==> src/rtl/load_arbiter.sv <==
// load_arbiter: round-robin owner selection for the shared tile loader.
// Captures the winner's address/length, issues one load command, steers
// tile strobes and completion back to the owner, and checks the tile count.
module load_arbiter #(
    parameter int NUM_REQ    = 3,
    parameter int TILE_WIDTH = 256
) (
    input  logic                  clk,
    input  logic                  rst_n,
    input  logic [NUM_REQ-1:0]    req,
    input  logic [24*NUM_REQ-1:0] req_addr,
    input  logic [20*NUM_REQ-1:0] req_len,
    output logic [NUM_REQ-1:0]    grant,
    output logic [NUM_REQ-1:0]    tile_valid,
    output logic [TILE_WIDTH-1:0] tile_data,
    output logic [NUM_REQ-1:0]    done,
    output logic                  len_err,
    output logic                  busy,
    output logic                  ld_valid_in,
    output logic [23:0]           ld_dram_addr,
    output logic [19:0]           ld_length,
    input  logic                  ld_tile_out,
    input  logic                  ld_valid_out,
    input  logic [TILE_WIDTH-1:0] ld_data_out
);

    localparam int NUM_BYTES = TILE_WIDTH / 8;
    localparam int SHIFT     = $clog2(NUM_BYTES);
    localparam int IW        = (NUM_REQ > 1) ? $clog2(NUM_REQ) : 1;

    typedef enum logic [1:0] {ARB, ISSUE, BUSY, RELEASE} state_t;

    state_t          state, state_next;
    logic [IW-1:0]   rr_ptr;
    logic [IW-1:0]   grant_idx;
    logic [15:0]     tile_cnt;
    logic [15:0]     exp_tiles;

    logic            pick_found;
    logic [IW-1:0]   pick_idx;
    logic [IW-1:0]   cand;
    logic [NUM_REQ-1:0] pick_onehot;
    logic [23:0]     sel_addr;
    logic [19:0]     sel_len;
    logic [20:0]     len_round;
    logic [15:0]     exp_next;

    assign tile_data = ld_data_out;

    // Cyclic search for the first requester at or after rr_ptr, plus its tile count.
    always_comb begin
        pick_found  = 1'b0;
        pick_idx    = '0;
        cand        = '0;
        pick_onehot = '0;
        sel_addr    = '0;
        sel_len     = '0;
        for (int unsigned i = 0; i < NUM_REQ; i++) begin
            cand = IW'((32'(rr_ptr) + i) % NUM_REQ);
            if (!pick_found && req[cand]) begin
                pick_found        = 1'b1;
                pick_idx          = cand;
                pick_onehot       = '0;
                pick_onehot[cand] = 1'b1;
            end
        end
        for (int unsigned j = 0; j < NUM_REQ; j++) begin
            if (pick_found && pick_idx == IW'(j)) begin
                sel_addr = req_addr[24*j +: 24];
                sel_len  = req_len[20*j +: 20];
            end
        end
        // 21-bit sum so a maximal length cannot wrap before the shift
        len_round = {1'b0, sel_len} + 21'(NUM_BYTES - 1);
        exp_next  = 16'(len_round >> SHIFT);
    end

    // State register.
    always_ff @(posedge clk or negedge rst_n) begin
        if (!rst_n) begin
            state <= ARB;
        end else begin
            state <= state_next;
        end
    end

    // Next-state decode and per-state outputs.
    always_comb begin
        state_next  = state;
        busy        = (state != ARB);
        ld_valid_in = 1'b0;
        tile_valid  = '0;
        done        = '0;
        len_err     = 1'b0;
        case (state)
            ARB: begin
                if (pick_found) begin
                    state_next = (sel_len == '0) ? RELEASE : ISSUE;
                end
            end
            ISSUE: begin
                ld_valid_in = 1'b1;
                state_next  = BUSY;
            end
            BUSY: begin
                tile_valid = grant & {NUM_REQ{ld_tile_out}};
                if (ld_valid_out) begin
                    state_next = RELEASE;
                end
            end
            RELEASE: begin
                done       = grant;
                len_err    = (tile_cnt != exp_tiles);
                state_next = ARB;
            end
            default: state_next = ARB;
        endcase
    end

    // Grant, captured command, tile accounting and round-robin pointer.
    always_ff @(posedge clk or negedge rst_n) begin
        if (!rst_n) begin
            grant        <= '0;
            grant_idx    <= '0;
            rr_ptr       <= '0;
            ld_dram_addr <= '0;
            ld_length    <= '0;
            tile_cnt     <= '0;
            exp_tiles    <= '0;
        end else begin
            case (state)
                ARB: begin
                    tile_cnt <= '0;
                    if (pick_found) begin
                        grant        <= pick_onehot;
                        grant_idx    <= pick_idx;
                        ld_dram_addr <= sel_addr;
                        ld_length    <= sel_len;
                        exp_tiles    <= exp_next;
                    end
                end
                BUSY: begin
                    if (ld_tile_out) begin
                        tile_cnt <= tile_cnt + 16'd1;
                    end
                end
                RELEASE: begin
                    grant  <= '0;
                    rr_ptr <= (grant_idx == IW'(NUM_REQ - 1)) ? '0 : grant_idx + 1'b1;
                end
                default: ;
            endcase
        end
    end

endmodule

==> config.mk <==
export PLATFORM = sky130hd
export DESIGN_NAME = load_arbiter
export DESIGN_NICKNAME = d
export VERILOG_FILES = /design/src/rtl/load_arbiter.sv
export SDC_FILE = /design/constraint.sdc
export NUM_CORES = 1
export LEC_CHECK = 0
export ABC_AREA = 0
export CORE_AREA = 2 2 276 278
export DETAILED_ROUTE_END_ITERATION = 8
export DIE_AREA = 0 0 278 280
export HOLD_SLACK_MARGIN = 0.05
export PLACE_DENSITY = 0.43
export SLEW_MARGIN = 20
export SYNTH_ARGS = -nofsm -noshare
export SYNTH_HDL_FRONTEND = slang
export SYNTH_SLANG_ARGS = --single-unit
==> constraint.sdc <==
create_clock -name clk -period 3 [get_ports clk]
set_input_delay 0.45 -clock clk [delete_from_list [all_inputs] [get_ports clk]]
set_output_delay 0.45 -clock clk [all_outputs]
set_load 0.02 [all_outputs]
==> impl_metrics.yaml, run 1 <==
detailed_routing:
  routed_wl_microns: 36670
  wire_per_inst_microns: 19.59
  drt_iter0_markers: 356
  routed_via_density: 3.314
  drc: 0
  final_antenna_net_count: 0
  drt_pass1_iterations: 5
  vias: 6204
critical_path:
  required_ns: 3.30
  cp_slowest_cell: "dfrtp_1"
  critPathKind: "flop to flop"
  crit_arrival_ns: 3.53
  path_delay_family: "simple AND/OR/NAND/NOR gates"
  worstPathCellList: "inv_2 -> ha_4 -> mux2i_4 -> o22ai_2 -> or3_4 -> o211ai_4 -> buf_6 -> buf_12 -> mux2i_4 -> nand4_1 -> buf_6 -> or2_4 -> a31o_2 -> a31oi_1"
  crit_path_end_kind: "flop"
  crit_buf_inv: 4
  crit_path_start_kind: "flop"
  cp_max_fo: 8
  regToRegSetupSlack_ns: -0.23
  slowest_delay_ns: 0.42
grt:
  antenna_found_initial: 6
  grt_max_degree: 64
  grt_pass1_vias: 6409
  grtUsageTotal_pct: 9.232
  grt_remaining_overflow: 0
  grt_pass1_wl_microns: 49780
synthesis:
  synth_edf_count: 0
  yosysUniqueCellTypes: 55
  synth_warnings: 0
  ys_seq_area_share_pct: 29.66
  synthArstFlopShare_pct: 100.0
  synth_area_sq_um: 7172
  netlist_instances: 865
  synth_seq_cells: 85
  synth_nets: 1269
  synthFlopType: "dfrtp_1"
  avgSynthCellArea_sq_um: 8.291
run:
  cap_viol_max_count: 0
sta:
  hold_slack_ns: 0.4789
  finalHoldViolCount: 0
  fmax_mhz: 309.2
  setup_viol: 17
  setup_slack_ns: -0.2338
  finClkSkew_ns: 0.01360
  slew_headroom_pct: 66.08
  fin_crit_ns: 3.234
  worstMarginPinSlew_ns: 0.5069
  post-route-period-util_pct: 107.8
  timing_max_transition_violations_final: 0
  rsz0062_at_grt: "true"
clock_network:
  cts_num_sinks: 85
  clockRootBuffer: "clkbuf_16"
  cts_made_buffers: 9
  clkTransAtPathRegs_ns: 0.08
  cts_tree: "done"
  htreeDepth: 3
  cts.path.max_buffers: 2
  clk_latency_ns: 0.38
pwr:
  power_density_nw_per_um2: 1164
  vdd_drop_max_uv: 386.8
  finalPower_mw: 11.53
  leakagePower_nw: 3.835
die:
  rows: 101
  chipHeight_microns: 280
  io_pins: 707
  coreArea_sq_um: 75190
  dieArea_sq_um: 77840
  dieWidth_microns: 278
  start_util_pct: 9.538
placement:
  post-place-ws_ns: -0.4945
  dpl.hpwl_microns: 30690
  place.gp.congestion: 0.8841
  io_buffers: 194
status:
  violations: "setup timing"
  status: "finished, violations left"
final_layout:
  final_nets: 1292
  final_util_pct: 13.17
  drive_gt1_share_pct: 21.50
  area_delta_synth_final_pct: 38.12
worst_hold_path:
  hold_path_class: "flop to flop"
cell families after synthesis:
family / share of synthesized area, %
AO/OA/AOI/OAI: 16.97
XOR/XNOR: 3.175
adder cells (fa/ha/maj): 1.570
buffers and inverters: 29.87
flip-flops: 29.66
multiplexers: 4.100
AND/OR/NAND/NOR: 14.65
cells in the mapped netlist, drive strengths merged, types with 2 or more instances:
cell | number | area (sq um)
mux2 | 8 | 90.09
nand2b | 3 | 18.77
a22o | 6 | 52.55
a32o | 18 | 180.2
nand4 | 12 | 75.07
mux2i | 20 | 203.9
buf | 267 | 1999
nand3 | 20 | 100.1
nor4 | 6 | 58.80
a21oi | 9 | 45.04
inv | 9 | 33.78
a22oi | 29 | 217.7
nor2b | 5 | 31.28
ha | 9 | 112.6
o21ai | 91 | 455.4
o22ai | 5 | 31.28
or3 | 3 | 23.77
nor3 | 7 | 35.03
xor2 | 10 | 87.58
o211ai | 4 | 43.79
nor2 | 33 | 123.9
o31ai | 2 | 15.01
and3 | 8 | 50.05
and2 | 10 | 62.56
dfrtp | 85 | 2127
nand3b | 3 | 22.52
nand2 | 113 | 426.7
xnor2 | 16 | 140.1
o21a | 3 | 22.52
clkbuf | 29 | 108.9
a21o | 5 | 37.54
a31oi | 6 | 43.79
registers in the layout, indices dropped and copies added, names as in the netlist:
| name | count |
|---|---|
| ld_dram_addr | 24 |
| rr_ptr | 2 |
| exp_tiles | 16 |
| state | 2 |
| tile_cnt | 16 |
| grant_idx | 2 |
| ld_length | 20 |
| grant | 3 |
path summary, 6_finish.rpt:
check | from | depth (start not counted) | endpoint
worst max register to register | rr_ptr[1] | 14 | exp_tiles[13]
max in group asynchronous | rst_n | 3 | ld_dram_addr[18]
min in group asynchronous | rst_n | 2 | grant[0]
worst min register to register | ld_length[19] | 2 | ld_length[19]
worst max-delay path | rr_ptr[1] | 14 | exp_tiles[13]
worst min-delay path | ld_length[19] | 2 | ld_length[19]
through the flow:
stage	cell area, sq um	instances	TNS, ns
6_report	9906	1872	-2.536
3_3_place_gp	9070	1837	-6.155
4_1_cts	9671	1866	-3.098
2_1_floorplan	7208	865	-0.5037
3_5_place_dp	9070	1837	-11.71
5_1_grt	9903	1871	-4.725
power breakdown:
part / switching [mW] / internal (mW) / total (mW)
Combinational: 4.37 / 3.86 / 8.23
Sequential: 0.313 / 1.61 / 1.92
Clock: 0.604 / 0.772 / 1.38
Total: 5.29 / 6.24 / 11.5
worst register-to-register path, stage by stage, from the launching register on:
cell and delay [ns]:
dfrtp_1 0.42, inv_2 0.09, ha_4 0.18, mux2i_4 0.26, o22ai_2 0.10, or3_4 0.36, o211ai_4 0.26, buf_6 0.15
buf_12 0.16, mux2i_4 0.26, nand4_1 0.15, buf_6 0.17, or2_4 0.29, a31o_2 0.21, a31oi_1 0.12
per-layer routing:
metal | track usage, % | vias to the layer above | wire length, microns
li1 | - | 2766 | -
met1 | 8.687 | 2864 | 12050
met2 | 16.27 | 461 | 18300
met3 | 5.213 | 103 | 4619
met4 | 4.103 | 10 | 1591
met5 | 0.6254 | - | 110
layout make-up:
cell class                      instances  area (sq um)
Sequential cell                        85          2127
Tap cell                              978          1224
Multi-Input combinational cell        475          3211
Inverter                                9         33.78
Timing Repair Buffer                  308          2969
Clock buffer                           10         239.0
Fill cell                            8521         65290
Antenna cell                            1         2.502
Clock inverter                          6         100.1
placed cells by master (no fill, tap or decap), types with 3 or more instances in the layout:
| cell | count |
|---|---|
| o21ai_0 | 74 |
| a32o_1 | 17 |
| a22oi_1 | 28 |
| dfrtp_1 | 85 |
| clkdlybuf4s50_1 | 193 |
| nand3_2 | 4 |
| and3_1 | 8 |
| buf_6 | 7 |
| mux2_4 | 3 |
| nand2_2 | 3 |
| and2_1 | 9 |
| inv_1 | 7 |
| nor2_1 | 29 |
| mux2i_4 | 7 |
| mux2_2 | 5 |
| o21ai_2 | 5 |
| nand2b_1 | 3 |
| a22o_1 | 6 |
| ha_1 | 6 |
| xnor2_1 | 15 |
| clkbuf_16 | 9 |
| mux2i_1 | 10 |
| nand4_1 | 12 |
| a31oi_1 | 5 |
| buf_12 | 10 |
| nor2b_1 | 5 |
| a21oi_1 | 8 |
| nor4_2 | 3 |
| o21a_1 | 3 |
| nand2_1 | 109 |
| nand3_1 | 16 |
| o211ai_1 | 3 |
| buf_4 | 96 |
| a21o_1 | 5 |
| xor2_1 | 10 |
| nor3_1 | 5 |
| o21ai_1 | 11 |
| nand3b_1 | 3 |
| mux2i_2 | 3 |
what timing repair did:
action | 4_1_cts | 5_1_grt
cloned | 1 | 1
hold buffers | 1 | 0
hold endpoints to repair | 22 | 0
resized for setup | 36 | 47
buffers inserted | 12 | 4
pin swaps | 15 | 16
endpoints found under the setup margin | 26 | 45
Power figures use the tool's default switching activity.
==> run 2, diff against run 1 <==
--- a/config.mk
+++ b/config.mk
@@ -11,7 +11,7 @@
 export DIE_AREA = 0 0 278 280
 export HOLD_SLACK_MARGIN = 0.05
 export PLACE_DENSITY = 0.43
-export SLEW_MARGIN = 20
+export SLEW_MARGIN = 10
 export SYNTH_ARGS = -nofsm -noshare
 export SYNTH_HDL_FRONTEND = slang
 export SYNTH_SLANG_ARGS = --single-unit
==> results of run 2 <==
No change in the layout: final DEF, timing and power equal those of run 1.
==> run 3, diff against run 2 <==
--- a/config.mk
+++ b/config.mk
@@ -9,6 +9,7 @@
 export CORE_AREA = 2 2 276 278
 export DETAILED_ROUTE_END_ITERATION = 8
 export DIE_AREA = 0 0 278 280
+export GPL_TIMING_DRIVEN = 0
 export HOLD_SLACK_MARGIN = 0.05
 export PLACE_DENSITY = 0.43
 export SLEW_MARGIN = 10
==> impl_metrics.yaml, run 3 (synthesis results as in run 1) <==
grt:
  grtUsageTotal_pct: 10.57
  grt_max_degree: 50
  grt_remaining_overflow: 0
  grt_pass1_wl_microns: 58080
  grt_pass1_vias: 8085
  antenna_found_initial: 14
die:
  dieWidth_microns: 278
  dieArea_sq_um: 77840
  coreArea_sq_um: 75190
  start_util_pct: 9.538
  rows: 101
  io_pins: 707
  chipHeight_microns: 280
sta:
  finalHoldViolCount: 0
  fmax_mhz: 302.0
  timing_max_transition_violations_final: 0
  hold_slack_ns: 0.05748
  setup_viol: 17
  rsz0062_at_grt: "true"
  post-route-period-util_pct: 110.4
  setup_slack_ns: -0.3109
  slew_headroom_pct: 61.83
  fin_crit_ns: 3.311
  worstMarginPinSlew_ns: 0.5726
  finClkSkew_ns: 0.01239
critical_path:
  path_delay_family: "simple AND/OR/NAND/NOR gates"
  path_common_cell: "buf_6"
  crit_path_start_kind: "flop"
  slowest_delay_ns: 0.45
  crit_buf_inv: 5
  crit_arrival_ns: 3.56
  cp_max_fo: 7
  critPathKind: "flop to flop"
  cp_slowest_cell: "nor4_4"
  required_ns: 3.25
  crit_path_end_kind: "flop"
  worstPathCellList: "inv_2 -> ha_1 -> buf_6 -> mux2i_2 -> o22ai_2 -> or3_4 -> o211ai_4 -> buf_12 -> buf_6 -> mux2_4 -> nand4_1 -> nor4_4 -> buf_4 -> o21a_1 -> nand3_1"
clock_network:
  cts_made_buffers: 9
  cts_num_sinks: 85
  clockRootBuffer: "clkbuf_16"
  clkTransAtPathRegs_ns: 0.07
  clk_latency_ns: 0.38
  cts_tree: "done"
  cts_hold_buf: 0
  cts.path.max_buffers: 2
  htreeDepth: 3
detailed_routing:
  drc: 0
  routed_wl_microns: 43830
  final_antenna_net_count: 0
  routed_via_density: 3.408
  vias: 8074
  drt_pass1_iterations: 5
  drt_iter0_markers: 385
  wire_per_inst_microns: 18.50
placement:
  place.gp.congestion: 0.8349
  dp_cells: 2294
  dpl.hpwl_microns: 37100
  io_buffers: 449
final_layout:
  largest_reg_flops: 24
  mostFrequentLayoutCells: "clkdlybuf4s50_1, buf_4, nand2_1, dfrtp_1, o21ai_0"
  fillCellCount: 8358
  largest_register: "ld_dram_addr"
  final_common_cell: "clkdlybuf4s50_1"
  multi_input_area_sq_um: 3278
  area_delta_synth_final_pct: 98.83
  largestRegisters: "ld_dram_addr: 24 flops, ld_length: 20 flops"
  final_nets: 1787
  final_cells: 2369
  regArea_sq_um: 2128
  drive_gt1_share_pct: 30.84
worst_hold_path:
  hold_path_class: "input port to asynchronous set/reset pin"
run:
  cap_viol_max_count: 0
pwr:
  vdd_drop_max_uv: 443.6
  power_density_nw_per_um2: 901.3
  leakagePower_nw: 5.970
status:
  status: "finished, violations left"
  violations: "setup timing"
## run 3: timing repair
item	in CTS	in global routing
gates resized for setup	111	44
buffers inserted	40	16
cloned	2	1
pin swaps	17	13
setup endpoints to repair	64	61
## run 3: final timing paths
| check | startpoint | to | slack, ns | cells after the start |
|---|---|---|---|---|
| min | rst_n | grant[2] | 0.06 | 1 |
| max in group asynchronous | rst_n | ld_dram_addr[18] | 2.24 | 2 |
| max reg2reg | rr_ptr[1] | exp_tiles[14] | -0.31 | 15 |
| min reg2reg | ld_length[17] | ld_length[17] | 0.48 | 1 |
| min in group clk | ld_length[17] | ld_length[17] | 0.48 | 1 |
| max | rr_ptr[1] | exp_tiles[14] | -0.31 | 15 |
## run 3: per-stage QoR
stage / util, % / TNS [ns] / total power [mW] / setup slack, ns / instance area (sq um)
after global routing: 18.96 / -5.124 / 13.73 / -0.4074 / 14260
after CTS: 18.62 / -3.413 / 12.52 / -0.2736 / 14000
after floorplan: - / -0.5037 / 6.117 / -0.1256 / 7208
final: 18.97 / -3.276 / 12.85 / -0.3109 / 14260
after detailed placement: 17.25 / -71.07 / 9.563 / -1.578 / 12970
after global placement: 17.19 / -296.80 / 9.474 / -2.361 / 12930
## run 3: worst reg2reg max path, stage by stage, from the launching register on
cell and delay [ns]:
dfrtp_2 0.44, inv_2 0.06, ha_1 0.14, buf_6 0.11, mux2i_2 0.22, o22ai_2 0.10, or3_4 0.36, o211ai_4 0.25
buf_12 0.19, buf_6 0.12, mux2_4 0.20, nand4_1 0.21, nor4_4 0.46, buf_4 0.19, o21a_1 0.10, nand3_1 0.07
## run 3: report_power, final
group	switching (mW)	internal (mW)	total, mW
combinational	5.34	4.32	9.66
sequential	0.321	1.61	1.93
clock	0.583	0.678	1.26
## run 3: area by class of cell
class,count,share of cell area [%]
tap,978,8.581
clock buffer,10,1.676
antenna,3,0.05265
buffer,293,15.50
multi-input combinational,475,22.99
timing repair buffer,510,35.56
inverter,9,0.2369
sequential,85,14.92
clock inverter,6,0.4826
## run 3: per-layer routing
metal	track usage, %	share of wire (%)	vias up
li1	-	-	3754
met1	11.54	37	3814
met2	19.12	52	430
met3	3.672	8.1	58
met4	3.285	3.0	18
met5	0	0.27	-
